File: config.mk
export PLATFORM = sky130hd
export DESIGN_NAME = jogo_desafio_memoria_core
export DESIGN_NICKNAME = d
export VERILOG_FILES = /design/src/rtl/jogo_desafio_memoria_core.sv
export SDC_FILE = /design/constraint.sdc
export NUM_CORES = 1
export LEC_CHECK = 0
export BUFFER_PORTS_ARGS = -buffer_cell sky130_fd_sc_hd__buf_4
export CAP_MARGIN = 20
export CORE_ASPECT_RATIO = 1.4
export CORE_MARGIN = 4
export CORE_UTILIZATION = 60
export CTS_CLUSTER_SIZE = 14
export DETAILED_ROUTE_END_ITERATION = 16
export HOLD_SLACK_MARGIN = 0.12
export PLACE_DENSITY = 0.86
export RECOVER_POWER = 50
export SKIP_LAST_GASP = 1
export SYNTH_ARGS = -nofsm -noshare
export SYNTH_HDL_FRONTEND = slang
export SYNTH_SLANG_ARGS = --single-unit
File: constraint.sdc
create_clock -name clock -period 4.3 [get_ports clock]
set_input_delay 0.43 -clock clock [delete_from_list [all_inputs] [get_ports clock]]
set_output_delay 0.43 -clock clock [all_outputs]
set_load 0.02 [all_outputs]
File: src/rtl/jogo_desafio_memoria_core.sv
// "Genius"-style memory game: control FSM, counters, timers, 16x4 RAM and debug outputs.
// Define DB_DISPLAYS_EN to drive the seven-segment db_* outputs; otherwise they are blanked.
module jogo_desafio_memoria_core #(
    parameter int T_ON      = 500,
    parameter int T_OFF     = 250,
    parameter int T_TIMEOUT = 3000
) (
    input  logic       clock,
    input  logic       reset,
    input  logic       jogar,
    input  logic [1:0] configuracao,
    input  logic [3:0] botoes,
    output logic [3:0] leds,
    output logic [2:0] leds_rgb,
    output logic       ganhou,
    output logic       perdeu,
    output logic       timeout,
    output logic       pronto,
    output logic [6:0] db_contagem,
    output logic [6:0] db_memoria,
    output logic [6:0] db_jogadafeita,
    output logic [6:0] db_limite_rodada,
    output logic [6:0] db_estado,
    output logic       db_igual,
    output logic       db_enderecoIgualLimite,
    output logic       db_timeout,
    output logic       db_escrita,
    output logic       db_clock,
    output logic       db_iniciar,
    output logic       db_modo,
    output logic       db_configuracao
);

    localparam int T_SHOW_MAX = (T_ON > T_OFF) ? T_ON : T_OFF;
    localparam int TW         = $clog2(T_SHOW_MAX + 1);
    localparam int TOW        = $clog2(T_TIMEOUT + 1);

    typedef enum logic [4:0] {
        INICIAL           = 5'b00000,
        PREPARACAO        = 5'b00001,
        INICIA_RODADA     = 5'b00010,
        MOSTRA_LED        = 5'b00011,
        ZERA_ENDERECO     = 5'b00100,
        MOSTRA_APAGADO    = 5'b00101,
        PROXIMO_LED       = 5'b00110,
        ESPERA            = 5'b00111,
        REGISTRA          = 5'b01000,
        COMPARA           = 5'b01001,
        PROXIMO_ENDERECO  = 5'b01010,
        INCREMENTA_LIMITE = 5'b01011,
        ADICIONA_JOGADA   = 5'b01101,
        REGISTRA_NOVA     = 5'b01110,
        ESCREVE           = 5'b01111,
        FIM_GANHOU        = 5'b10001,
        FIM_PERDEU        = 5'b10010,
        FIM_TIMEOUT       = 5'b10011
    } state_t;

    state_t         state_q, state_d;
    logic [3:0]     addr_q, addr_d;
    logic [3:0]     limite_q, limite_d;
    logic [3:0]     jogada_q, jogada_d;
    logic           modo_q, modo_d;
    logic           tmo_en_q, tmo_en_d;
    logic [TW-1:0]  tmr_q, tmr_d;
    logic [TOW-1:0] tmo_q, tmo_d;
    logic [3:0]     cap_q;
    logic           press_q, pulse_q;
    logic [3:0]     mem_q [16];
    logic           we;
    logic [3:0]     leds_d;

    function automatic logic is_onehot(input logic [3:0] v);
        return (v != 4'd0) && ((v & (v - 4'd1)) == 4'd0);
    endfunction

    logic waiting_q, waiting_d, end_eq, igual, tmo_term, tmo_fire, show_q;
    logic [3:0] final_lim;

    assign waiting_q = (state_q == ESPERA) || (state_q == ADICIONA_JOGADA);
    assign waiting_d = (state_d == ESPERA) || (state_d == ADICIONA_JOGADA);
    assign show_q    = (state_q == MOSTRA_LED) || (state_q == MOSTRA_APAGADO);
    assign end_eq    = (addr_q == limite_q);
    // Non-one-hot moves never match, even if such a value was written as a new step.
    assign igual     = is_onehot(jogada_q) && (jogada_q == mem_q[addr_q]);
    assign final_lim = modo_q ? 4'd3 : 4'd15;
    assign tmo_term  = (tmo_q == TOW'(T_TIMEOUT - 1));
    assign tmo_fire  = tmo_term && tmo_en_q;

    always_comb begin
        // NOTE: every variable written here gets a default first, so no path can infer a latch.
        state_d  = state_q;
        addr_d   = addr_q;
        limite_d = limite_q;
        jogada_d = jogada_q;
        modo_d   = modo_q;
        tmo_en_d = tmo_en_q;
        we       = 1'b0;
        case (state_q)
            INICIAL:        if (jogar) state_d = PREPARACAO;
            PREPARACAO: begin
                addr_d   = 4'd0;
                limite_d = 4'd0;
                modo_d   = configuracao[0];
                tmo_en_d = configuracao[1];
                state_d  = INICIA_RODADA;
            end
            INICIA_RODADA: begin
                addr_d  = 4'd0;
                state_d = MOSTRA_LED;
            end
            MOSTRA_LED:     if (tmr_q == TW'(T_ON - 1)) state_d = MOSTRA_APAGADO;
            MOSTRA_APAGADO: if (tmr_q == TW'(T_OFF - 1)) state_d = end_eq ? ZERA_ENDERECO : PROXIMO_LED;
            PROXIMO_LED: begin
                addr_d  = addr_q + 4'd1;
                state_d = MOSTRA_LED;
            end
            ZERA_ENDERECO: begin
                addr_d  = 4'd0;
                state_d = ESPERA;
            end
            ESPERA: begin
                if (pulse_q)       state_d = REGISTRA;
                else if (tmo_fire) state_d = FIM_TIMEOUT;
            end
            REGISTRA: begin
                jogada_d = cap_q;
                state_d  = COMPARA;
            end
            COMPARA: begin
                if (!igual)                      state_d = FIM_PERDEU;
                else if (!end_eq)                state_d = PROXIMO_ENDERECO;
                else if (limite_q == final_lim)  state_d = FIM_GANHOU;
                else                             state_d = INCREMENTA_LIMITE;
            end
            PROXIMO_ENDERECO: begin
                addr_d  = addr_q + 4'd1;
                state_d = ESPERA;
            end
            INCREMENTA_LIMITE: begin
                limite_d = limite_q + 4'd1;
                addr_d   = addr_q + 4'd1;
                state_d  = ADICIONA_JOGADA;
            end
            ADICIONA_JOGADA: begin
                if (pulse_q)       state_d = REGISTRA_NOVA;
                else if (tmo_fire) state_d = FIM_TIMEOUT;
            end
            REGISTRA_NOVA: begin
                jogada_d = cap_q;
                state_d  = ESCREVE;
            end
            ESCREVE: begin
                we      = 1'b1;
                state_d = INICIA_RODADA;
            end
            FIM_GANHOU, FIM_PERDEU, FIM_TIMEOUT: if (jogar) state_d = PREPARACAO;
            default:        state_d = INICIAL;
        endcase

        tmr_d = (show_q && (state_d == state_q)) ? tmr_q + 1'b1 : '0;
        // The idle counter saturates at its terminal value when timeouts are disabled.
        tmo_d = (waiting_q && (state_d == state_q) && !pulse_q)
              ? (tmo_term ? tmo_q : tmo_q + 1'b1) : '0;

        if (state_d == MOSTRA_LED) leds_d = mem_q[addr_d];
        else if (waiting_d)        leds_d = botoes;
        else                       leds_d = 4'd0;
    end

    always_ff @(posedge clock or negedge reset) begin
        if (!reset) begin
            state_q  <= INICIAL;
            addr_q   <= 4'd0;
            limite_q <= 4'd0;
            jogada_q <= 4'd0;
            modo_q   <= 1'b0;
            tmo_en_q <= 1'b0;
            tmr_q    <= '0;
            tmo_q    <= '0;
            cap_q    <= 4'd0;
            press_q  <= 1'b0;
            pulse_q  <= 1'b0;
            // NOTE: the RAM must reload its pattern on reset, so it is built from resettable flops.
            for (int i = 0; i < 16; i++) mem_q[i] <= 4'(1 << (i % 4));
            leds                   <= 4'd0;
            leds_rgb               <= 3'd0;
            ganhou                 <= 1'b0;
            perdeu                 <= 1'b0;
            timeout                <= 1'b0;
            pronto                 <= 1'b0;
            db_igual               <= 1'b0;
            db_enderecoIgualLimite <= 1'b0;
            db_timeout             <= 1'b0;
            db_escrita             <= 1'b0;
        end else begin
            // NOTE: non-blocking assignments keep every register sampling pre-edge values.
            state_q  <= state_d;
            addr_q   <= addr_d;
            limite_q <= limite_d;
            jogada_q <= jogada_d;
            modo_q   <= modo_d;
            tmo_en_q <= tmo_en_d;
            tmr_q    <= tmr_d;
            tmo_q    <= tmo_d;
            press_q  <= |botoes;
            pulse_q  <= (|botoes) && !press_q;
            if ((|botoes) && !press_q) cap_q <= botoes;
            if (we) mem_q[addr_q] <= jogada_q;
            leds     <= leds_d;
            leds_rgb <= {(state_d == FIM_PERDEU) || (state_d == FIM_TIMEOUT),
                         state_d == FIM_GANHOU, waiting_d};
            ganhou   <= (state_d == FIM_GANHOU);
            perdeu   <= (state_d == FIM_PERDEU);
            timeout  <= (state_d == FIM_TIMEOUT);
            pronto   <= (state_d == FIM_GANHOU) || (state_d == FIM_PERDEU) || (state_d == FIM_TIMEOUT);
            db_igual               <= is_onehot(jogada_d) && (jogada_d == mem_q[addr_d]);
            db_enderecoIgualLimite <= (addr_d == limite_d);
            db_timeout             <= (tmo_d == TOW'(T_TIMEOUT - 1));
            db_escrita             <= (state_d == ESCREVE);
        end
    end

    assign db_clock        = clock;
    assign db_iniciar      = jogar;
    assign db_modo         = modo_q;
    assign db_configuracao = tmo_en_q;

`ifdef DB_DISPLAYS_EN
    // Active-low segments, bit0 = a .. bit6 = g.
    function automatic logic [6:0] hex7(input logic [3:0] v);
        logic [6:0] seg;
        case (v)
            4'h0: seg = 7'h3F;  4'h1: seg = 7'h06;  4'h2: seg = 7'h5B;  4'h3: seg = 7'h4F;
            4'h4: seg = 7'h66;  4'h5: seg = 7'h6D;  4'h6: seg = 7'h7D;  4'h7: seg = 7'h07;
            4'h8: seg = 7'h7F;  4'h9: seg = 7'h6F;  4'hA: seg = 7'h77;  4'hB: seg = 7'h7C;
            4'hC: seg = 7'h39;  4'hD: seg = 7'h5E;  4'hE: seg = 7'h79;  default: seg = 7'h71;
        endcase
        return ~seg;
    endfunction

    always_ff @(posedge clock or negedge reset) begin
        if (!reset) begin
            db_contagem      <= 7'h40;
            db_memoria       <= 7'h40;
            db_jogadafeita   <= 7'h40;
            db_limite_rodada <= 7'h40;
            db_estado        <= 7'h40;
        end else begin
            db_contagem      <= hex7(addr_d);
            db_memoria       <= hex7(mem_q[addr_d]);
            db_jogadafeita   <= hex7(jogada_d);
            db_limite_rodada <= hex7(limite_d);
            db_estado        <= hex7(4'(state_d));
        end
    end
`else
    assign db_contagem      = 7'h7F;
    assign db_memoria       = 7'h7F;
    assign db_jogadafeita   = 7'h7F;
    assign db_limite_rodada = 7'h7F;
    assign db_estado        = 7'h7F;
`endif

endmodule

After elaboration in Yosys (flattened, before gate mapping)
Cells that the tools add are included.
{"block": "word_totals", "wordCells": 145, "regBits": 125, "out_inout_bits": 54, "input_bits": 9}
{"block": "op_classes", "reduce_logical": 31, "eq_ne": 34, "order_cmp": 3, "addsub": 6, "n_mux": 30, "n_bitwise": 4}
{"cell": "bitwise mux 64 bit", "n": 1}
{"cell": "case mux 5 bit (12 select lines)", "n": 1}
{"cell": "== test 5 x 4 -> 1 bit (second input constant)", "n": 9}
{"cell": "two-way mux 5 bit", "n": 9}
{"cell": "two-way mux 4 bit", "n": 9}
{"cell": "binary-select mux 4 bit (select 4 bit)", "n": 2}
{"cell": "== test 5 bit (second input constant)", "n": 6}
{"cell": "== test 5 x 3 -> 1 bit (second input constant)", "n": 5}
{"cell": "== test 12 bit (second input constant)", "n": 2}
{"cell": "two-way mux 12 bit", "n": 2}
{"cell": "== test 4 bit", "n": 5}
{"cell": "demux 4 bit (select 4 bit)", "n": 1}
{"cell": "case mux 4 bit (2 select lines)", "n": 2}
{"cell": "== test 5 x 2 -> 1 bit (second input constant)", "n": 3}
{"cell": "adder 12 x 1 -> 12 bit (second input constant)", "n": 1}
{"cell": ">= comparator 5 bit (second input constant)", "n": 2}
{"cell": "logical AND 1 bit", "n": 10}
{"cell": "NOT 4 -> 5 bit", "n": 2}
{"cell": "adder 9 x 1 -> 9 bit (second input constant)", "n": 1}
{"cell": "== test 9 x 8 -> 1 bit (second input constant)", "n": 1}
{"cell": "== test 9 bit (second input constant)", "n": 1}
{"cell": "two-way mux 9 bit", "n": 1}
{"cell": "adder 4 x 1 -> 4 bit (second input constant)", "n": 2}
{"cell": "AND 4 bit", "n": 2}
{"cell": "other kinds (14)", "n": 28}

Logic depth before layout (Yosys ltp)
Gate-level depths: netlist of the first run.
{"block": "logic_depth", "depth_word": 13, "depth_mapped": 13, "depth_no_buf": 10}

==> results of run 1 <==
-- power by group through the flow --
stage               logic, mW  clock network, mW  registers [mW]
floorplan                1.16             0.0272            1.38
global placement         1.23             0.0272            1.53
detailed placement       1.28             0.0272            1.54
CTS                      1.30               1.72            1.52
global route             1.41               1.77            1.55
finish                   1.30               1.70            1.53
-- worst paths after layout --
check | endpoint
worst max register to register | db_igual
worst max-delay path | db_igual
max in group asynchronous | mem_q[36]
worst min register to register | cap_q[3]
worst min-delay path | db_configuracao
min in group asynchronous | tmr_q[7]
-- area by class of cell --
| class | count | area (um2) |
|---|---|---|
| multi-input combinational | 492 | 3612 |
| fill | 849 | 3585 |
| sequential | 124 | 3123 |
| clock buffer | 21 | 508.0 |
| clock inverter | 15 | 210.2 |
| timing repair buffer | 36 | 203.9 |
| tap | 144 | 180.2 |
| inverter | 23 | 88.84 |
-- synth_stat cells, types with 13 or more instances --
cell	n	area [um2]
o21ai_0	15	75.07
dfstp_2	16	420.4
xnor2_1	23	201.4
dfrtp_1	108	2703
a21oi_1	19	95.09
clkbuf_1	18	67.56
nor2_1	51	191.4
mux2_2	70	788.3
mux4_2	18	405.4
buf_4	41	307.8
nand2_1	73	274.0
inv_1	21	78.83
nor3_1	13	65.06
nand3_1	13	65.06
mux2i_1	15	150.1
-- per-layer routing --
metal  global-route usage [%]  share of wire, %  vias up
met5                        0                 0        -
met4                    15.21               4.5        0
met3                    6.079               6.4       86
met2                    47.64                53      309
met1                    30.24                36     2715
li1                         -                 -     2395
-- sequential cells by signal, summed over array words and instances, names as in the netlist --
register,flops
mem_q,64
tmo_q,12
tmr_q,9
state_q,5
addr_q,4
cap_q,4
jogada_q,4
leds,4
limite_q,4
leds_rgb,3
db_configuracao,1
db_enderecoIgualLimite,1
db_escrita,1
db_igual,1
db_modo,1
db_timeout,1
perdeu,1
press_q,1
pronto,1
pulse_q,1
timeout,1
-- through the flow --
stage	util [%]	power [mW]	std cells
after global placement	63.00	2.785	816
after detailed placement	63.00	2.841	816
final	68.86	4.524	855
after CTS	69.52	4.541	855
after floorplan	-	2.567	709
after global routing	68.86	4.727	855
-- cells by family after synthesis --
| logic type | synth area share [%] |
|---|---|
| flip-flops | 43.67 |
| other | 0.05244 |
| multiplexers | 18.79 |
| XOR/XNOR | 4.042 |
| AO/OA/AOI/OAI | 9.904 |
| buffers and inverters | 7.594 |
| AND/OR/NAND/NOR | 14.40 |
| adder cells (fa/ha/maj) | 1.540 |
-- critical path, delay by kind of cell, from the launching register on --
| kind | cells | cell delay (ns) |
|---|---|---|
| and+or+nand+nor | 2 | 1.04 |
| muxes | 1 | 0.22 |
| AOI/OAI and AO/OA | 5 | 1.15 |
| xor gates and xnor gates | 1 | 0.16 |
| buffers and inverters | 1 | 0.21 |
| DFF | 1 | 0.60 |
==> run metrics, run 1 <==
initial antenna violation count=0; setup TNS=0 ns; final worst slack=0.7639 ns; HPWL Detailed=12020 um; row cnt=46; post-synth cell types=63; reg2reg start=state_q[1]; CTS tree=built; drt pass-1 iters=5; internal power=2.851 mW; fraction of layout cells with a size suffix above 1=23.63%; chip height=137.2 um; Die Width=100.3 um; most frequent cells in the layout=dfrtp_1, nand2_1, mux2_2, nor2_1, conb_1; Sw Pwr=1.673 mW; Overflow after GRT=0; IO buf count=27; drt total wl=17640 um; min cycle time layout=3.536 ns; Slew @ Worst Pin=1.940 ns; antenna viol nets, final=0; FF+latch count, synth=124; Post-Synthesis Cells=675; Reg power frac=33.7%; normalized max-slew margin=-29.35%; WL/cell=20.63 um; dominant synthesized flop cell=dfrtp_1; worst skew pair latency=0.53 ns; total core area=0.01151 mm2; Clk pwr share=37.6%; first-pass GRT wire length=28930 um; critical path startpoint category=flip-flop; CP arrival=3.96 ns; vias in the first global route=5724; Critical Path RT=4.72 ns; Final Hold Vio Count=0; Finish-stage setup viols=0; yosys synthesis warning count=0; Hold WS=0.1476 ns; Hold-fix buffers, CTS=4; post-cts sizing count=0; r2r setup slk=0.76 ns; crit path from=state_q[1]; most common cell after layout, fill and taps aside=dfrtp_1; worst path cell trace=or4b_4, a21oi_2, o31a_4, inv_4, mux2i_1, a22oi_1, a22o_1, nor3_1, xnor2_1, a2111oi_2; hold path start=configuracao[1]; Placed Area=0.007252 mm2; Hold Path Class=in2reg; slowest cell delay on critical path=0.66 ns; FMAX=282.8 MHz; Worst Setup End Kind=flip-flop; leakage=3.523 nW; RSZ-0062 raised after global routing=false; Die Area=0.01375 mm2; Final Cycle Share=82.23%; Placer Congestion=0.9278; setup bufs post-CTS=0; ANT cells=0; Critical Path Fanout Max=33; vias per inst=6.439; Net Sw Frac=36.98%; Comb power frac=28.6%; Clock Pin Slew Worst Setup and Hold Paths=0.06 ns; sequential fraction of the synthesis area=43.67%; Async S/R FF share, synth=100.0%; clk_skew=0.01048 ns; failing checks=capacitance limit, slew limit; worst reg2reg path depth=10; Top Ports=63; Worst Setup Slack post-DPL=0.8109 ns; pwr/cell area=570.8 mW/mm2; VDD IR-drop max=377.3 uV; kind of critical path=reg2reg; Initial DRC Count=429; largest net degree at the start of global routing=54; area of the mapped netlist=0.007151 mm2; DRC violation count after routing=0; # Max-Cap Violations=1; Final Cell Area=0.007926 mm2; Slew Viols, Final=34; slowest CP cell=or4b_4; Syn-to-layout area delta=10.85%; outcome=finished, violations left; Hold Path Depth=2; vias after detailed routing=5505; aggregate global-route resource usage=27.17%; Avg Inst Size Synth=10.59 um2; Post-synth EDFFs=0; Starting Density=62.12%; nets@finish=715
Note: power is estimated with default switching activity, not from simulation.
==> run 2: changes to the inputs <==
==> constraint.sdc (replaced) <==
create_clock -name clock -period 3.7 [get_ports clock]
set_input_delay 0.37 -clock clock [delete_from_list [all_inputs] [get_ports clock]]
set_output_delay 0.37 -clock clock [all_outputs]
set_load 0.02 [all_outputs]
==> run 2 against run 1 <==
Net effect:
- total power up 14%
- critical path depth unchanged
- the flow still finishes with violations (capacitance limit, slew limit)
- sequential cell count unchanged
- clock skew down 0.0016 ns
- first-iteration DRC count down 4.4%
- cell count up 0.23%
- sequential share of layout area about the same
- via count down 0.85%
- global-route usage down 0.41 points
==> run metrics, run 2 (synthesis gave the netlist of run 1 again) <==
aggregate global-route resource usage=26.76%; fin cells=857; vias in the first global route=5717; Inst Count DP=817; setup TNS=0 ns; Final Hold Vio Count=0; Top Family by Delay on Critical Path=compound AO/OA/AOI/OAI gates; Syn-to-layout area delta=10.92%; most common cell after layout, fill and taps aside=dfrtp_1; first-pass GRT wire length=28550 um; Die Width=100.3 um; HPWL Detailed=11880 um; drt pass-1 iters=5; vias per inst=6.369; pwr/cell area=653.0 mW/mm2; setup bufs post-CTS=0; Slew Viols, Final=63; Worst Setup Slack post-DPL=0.3557 ns; IO buf count=27; leakage=3.535 nW; DRC violation count after routing=0; nets@finish=717; Placer Congestion=0.9607; VDD IR-drop max=490.5 uV; # Max-Cap Violations=2; FMAX=289.1 MHz; worst path cell trace=or3b_1, a211o_1, o31a_4, inv_4, mux2i_1, mux2_2, o32ai_1, a221o_1, a211o_1, a2111oi_2; worst skew pair latency=0.54 ns; WL/cell=20.25 um; normalized max-slew margin=-0.6777%; Critical Path RT=4.12 ns; chip height=137.2 um; final worst slack=0.2404 ns; drt total wl=17360 um; vias after detailed routing=5458; Die Area=0.01375 mm2; fraction of layout cells with a size suffix above 1=23.42%; Final Cell Area=0.007931 mm2; Initial DRC Count=410; Overflow after GRT=0; largest net degree at the start of global routing=64; post-cts sizing count=0; min cycle time layout=3.460 ns; Buf+Inv Stages, Crit Path=1; clk_skew=0.008849 ns; Placed Area=0.007284 mm2; total core area=0.01151 mm2; total power=5.179 mW; ANT cells=0; kind of critical path=reg2reg; Worst Setup End Kind=flip-flop; initial antenna violation count=0; failing checks=capacitance limit, slew limit; Slew @ Worst Pin=1.510 ns; Top Ports=63; Finish-stage setup viols=0; biggest regs=mem_q (64), tmo_q (12), tmr_q (9); slowest cell delay on critical path=0.63 ns; Clock Pin Slew Worst Setup and Hold Paths=0.06 ns; CP arrival=3.88 ns; Largest register FFs=64; Critical Path Fanout Max=33; Hold Path Class=in2reg; RSZ-0062 raised after global routing=false; row cnt=46; CP most frequent cell=a211o_1; slowest CP cell=dfrtp_1; CTS tree=built; Starting Density=62.12%; most frequent cells in the layout=dfrtp_1, nand2_1, mux2_2, nor2_1, conb_1; critical path startpoint category=flip-flop; outcome=finished, violations left; Hold-fix buffers, CTS=5; Final Cycle Share=93.50%; Top reg by flops=mem_q; antenna viol nets, final=0
## run 2: changes by cell type in the layout (fill, tap and decap cells not counted), sizes merged
cell,before,now
buf,11,15
bufinv,4,3
clkbuf,42,47
clkinv,3,4
clkinvlp,2,0
dlygate4sd3,4,5
inv,29,23
## run 2: cell type report
type                            count  area, um2
Multi-Input combinational cell    492       3612
Fill cell                         844       3580
Sequential cell                   124       3123
Clock buffer                       29      568.0
Timing Repair Buffer               38      245.2
Tap cell                          144      180.2
Clock inverter                      7      113.9
Inverter                           23      88.84
## run 2: metal layers
layer  vias up  global-route usage [%]  wire, um
met5         -                       0         0
met4         0                   17.00       923
met1      2726                   29.11      6201
met3        77                   5.674       919
li1       2399                       -         -
met2       256                   46.90      9310
## run 2: worst min-delay path, stage by stage
cell,delay (ns)
buf_4,0.12
inv_1,0.07
o21ai_0,0.08
## run 2: worst paths after layout
kind | depth (start not counted) | startpoint | slack (ns) | to
hold / removal | 3 | botoes[2] | 0.16 | cap_q[2]
setup reg to reg | 10 | state_q[2] | 0.24 | db_igual
setup / recovery | 10 | state_q[2] | 0.24 | db_igual
min in group asynchronous | 2 | reset | 0.76 | tmr_q[2]
max in group asynchronous | 3 | reset | 0.74 | mem_q[5]
hold reg to reg | 2 | cap_q[3] | 0.51 | cap_q[3]
## run 2: power by group
part           switching, mW  internal [mW]
Sequential             0.259           1.47
Clock                  0.615           1.26
Combinational          0.980          0.598
Total                   1.85           3.32
## run 2: through the flow
step	utilization, %	hold WS (ns)
floorplan	-	0.07441
global placement	63.28	0.4713
detailed placement	63.28	0.4821
CTS	69.58	0.1397
global route	68.90	0.1879
finish	68.90	0.1565
==> run 3: changes to the inputs <==
--- a/config.mk
+++ b/config.mk
@@ -14,7 +14,7 @@
 export DETAILED_ROUTE_END_ITERATION = 16
 export HOLD_SLACK_MARGIN = 0.12
 export PLACE_DENSITY = 0.86
-export RECOVER_POWER = 50
+export RECOVER_POWER = 100
 export SKIP_LAST_GASP = 1
 export SYNTH_ARGS = -nofsm -noshare
 export SYNTH_HDL_FRONTEND = slang
==> run 3 against run 2 <==
Net effect:
- the run still ends with capacitance limit, slew limit left
- sequential cell count unchanged
- sequential power is essentially flat
- design area decreased by 0.32%
- first-iteration DRC count increased by 9.0%
- largest cell class unchanged
- largest power group unchanged
- highest routed layer unchanged
==> run metrics, run 3 (synthesis gave the netlist of run 1 again) <==
outcome=finished, violations left; failing checks=capacitance limit, slew limit; Top reg by flops=mem_q; drt pass-1 iters=5; Hold Path Class=in2reg; Critical Path RT=4.12 ns; vias per inst=6.358; leakage=3.518 nW; Buf+Inv Stages, Crit Path=1; Critical Path Fanout Max=33; normalized max-slew margin=-0.004063%; aggregate global-route resource usage=26.76%; vias after detailed routing=5449; IO buf count=27; fraction of layout cells with a size suffix above 1=22.02%; Placer Congestion=0.9607; Slew @ Worst Pin=1.500 ns; most frequent cells in the layout=dfrtp_1, nand2_1, mux2_2, nor2_1, conb_1; Die Area=0.01375 mm2; critical path startpoint category=flip-flop; worst reg2reg path depth=10; total core area=0.01151 mm2; CP most frequent cell=a211o_1; fillcell total=851; WL/cell=20.20 um; CP arrival=3.87 ns; ANT cells=0; chip height=137.2 um; Clock Pin Slew Worst Setup and Hold Paths=0.06 ns; largest net degree at the start of global routing=64; Top Ports=63; Starting Density=62.12%; kind of critical path=reg2reg; Worst Setup Slack post-DPL=0.3557 ns; multi-input combinational cell area=0.003602 mm2; row cnt=46; Final Cycle Share=93.24%; Die Width=100.3 um; antenna viol nets, final=0; final worst slack=0.2500 ns; Levels on crit path=10; Slew Viols, Final=13; FF/Latch Area=0.003123 mm2; post-cts sizing count=0; drt total wl=17310 um; Worst Setup End Kind=flip-flop; Initial DRC Count=447; worst skew pair latency=0.53 ns; first-pass GRT wire length=28550 um; Largest register FFs=64; Top Family by Delay on Critical Path=compound AO/OA/AOI/OAI gates; CTS tree=built; setup TNS=0 ns; FMAX=289.9 MHz; HPWL Detailed=11880 um; # Max-Cap Violations=2; slowest cell delay on critical path=0.62 ns; Syn-to-layout area delta=10.57%; RSZ-0062 raised after global routing=false; DRC violation count after routing=0; worst path cell trace=or3b_1, a211o_1, o31a_4, inv_4, mux2i_1, mux2_2, o32ai_1, a221o_1, a211o_1, a2111oi_2; nets@finish=717; VDD IR-drop max=443.7 uV; Overflow after GRT=0; biggest regs=mem_q (64), tmo_q (12), tmr_q (9); clk_skew=0.008209 ns; Finish-stage setup viols=0; Hold Path Depth=3; pwr/cell area=651.3 mW/mm2; most common cell after layout, fill and taps aside=dfrtp_1; slowest CP cell=dfrtp_1; initial antenna violation count=0; vias in the first global route=5717; Final Hold Vio Count=0; min cycle time layout=3.450 ns
==> run 3: cell count changes in the layout (fill, tap and decap cells not counted) <==
| cell | before | now |
|---|---|---|
| and2_0 | 0 | 5 |
| and2_1 | 7 | 2 |
| buf_4 | 14 | 10 |
| clkbuf_1 | 21 | 25 |
| mux2_1 | 0 | 4 |
| mux2_2 | 70 | 66 |
| a21oi_1 | 19 | 20 |
| a21oi_2 | 3 | 2 |
| nor4_1 | 9 | 10 |
| nor4_2 | 1 | 0 |
==> run 3: area by class of cell <==
cell class	count	share of cell area [%]
Multi-Input combinational cell	492	45.56
Sequential cell	124	39.50
Clock buffer	29	7.137
Timing Repair Buffer	38	2.959
Tap cell	144	2.279
Clock inverter	7	1.440
Inverter	23	1.124
==> run 3: path summary, 6_finish.rpt <==
| kind | endpoint | slack (ns) | from |
|---|---|---|---|
| min reg2reg | cap_q[3] | 0.50 | cap_q[3] |
| max reg2reg | db_igual | 0.25 | state_q[2] |
| min | cap_q[2] | 0.16 | botoes[2] |
| max in group asynchronous | mem_q[5] | 0.76 | reset |
| min in group asynchronous | tmr_q[2] | 0.75 | reset |
| max | db_igual | 0.25 | state_q[2] |
==> run 3: metal layers <==
layer	GRT usage [%]	up-vias	wire, um	part of all wire, %
met4	17.00	0	873	5.0
met3	5.674	72	971	5.6
met2	46.90	251	9308	54
li1	-	2398	-	-
met5	0	-	0	0
met1	29.11	2728	6159	36
==> run 3: repair_timing <==
action	CTS	global route
buffers inserted	0	0
hold buffers	5	0
endpoints found under the hold margin	52	0
==> run 3: worst register-to-register path: stages (launching register included) <==
cell and delay [ns]:
dfrtp_1 0.62, or3b_1 0.43, a211o_1 0.28, o31a_4 0.21
inv_4 0.36, mux2i_1 0.27, mux2_2 0.17, o32ai_1 0.06
a221o_1 0.32, a211o_1 0.26, a2111oi_2 0.36
==> run 3: power by group <==
part	internal [mW]	switching [mW]	total, mW	leakage [nW]
Clock	1.25	0.614	1.87	0.333
Sequential	1.47	0.257	1.72	1.64
Combinational	0.584	0.977	1.56	1.54
Total	3.30	1.85	5.15	3.52
==> run 3: per-stage QoR <==
step                      std cells  cell area, um2  utilization [%]  total power, mW  hold slack (ns)
after floorplan                 709            7278                -            2.984          0.07441
after global placement          817            7284            63.28            3.261           0.4713
after detailed placement        817            7284            63.28            3.333           0.4821
after CTS                       857            8009            69.58            5.199           0.1397
after global routing            857            7906            68.68            5.407           0.1879
final                           857            7906            68.68            5.149           0.1579
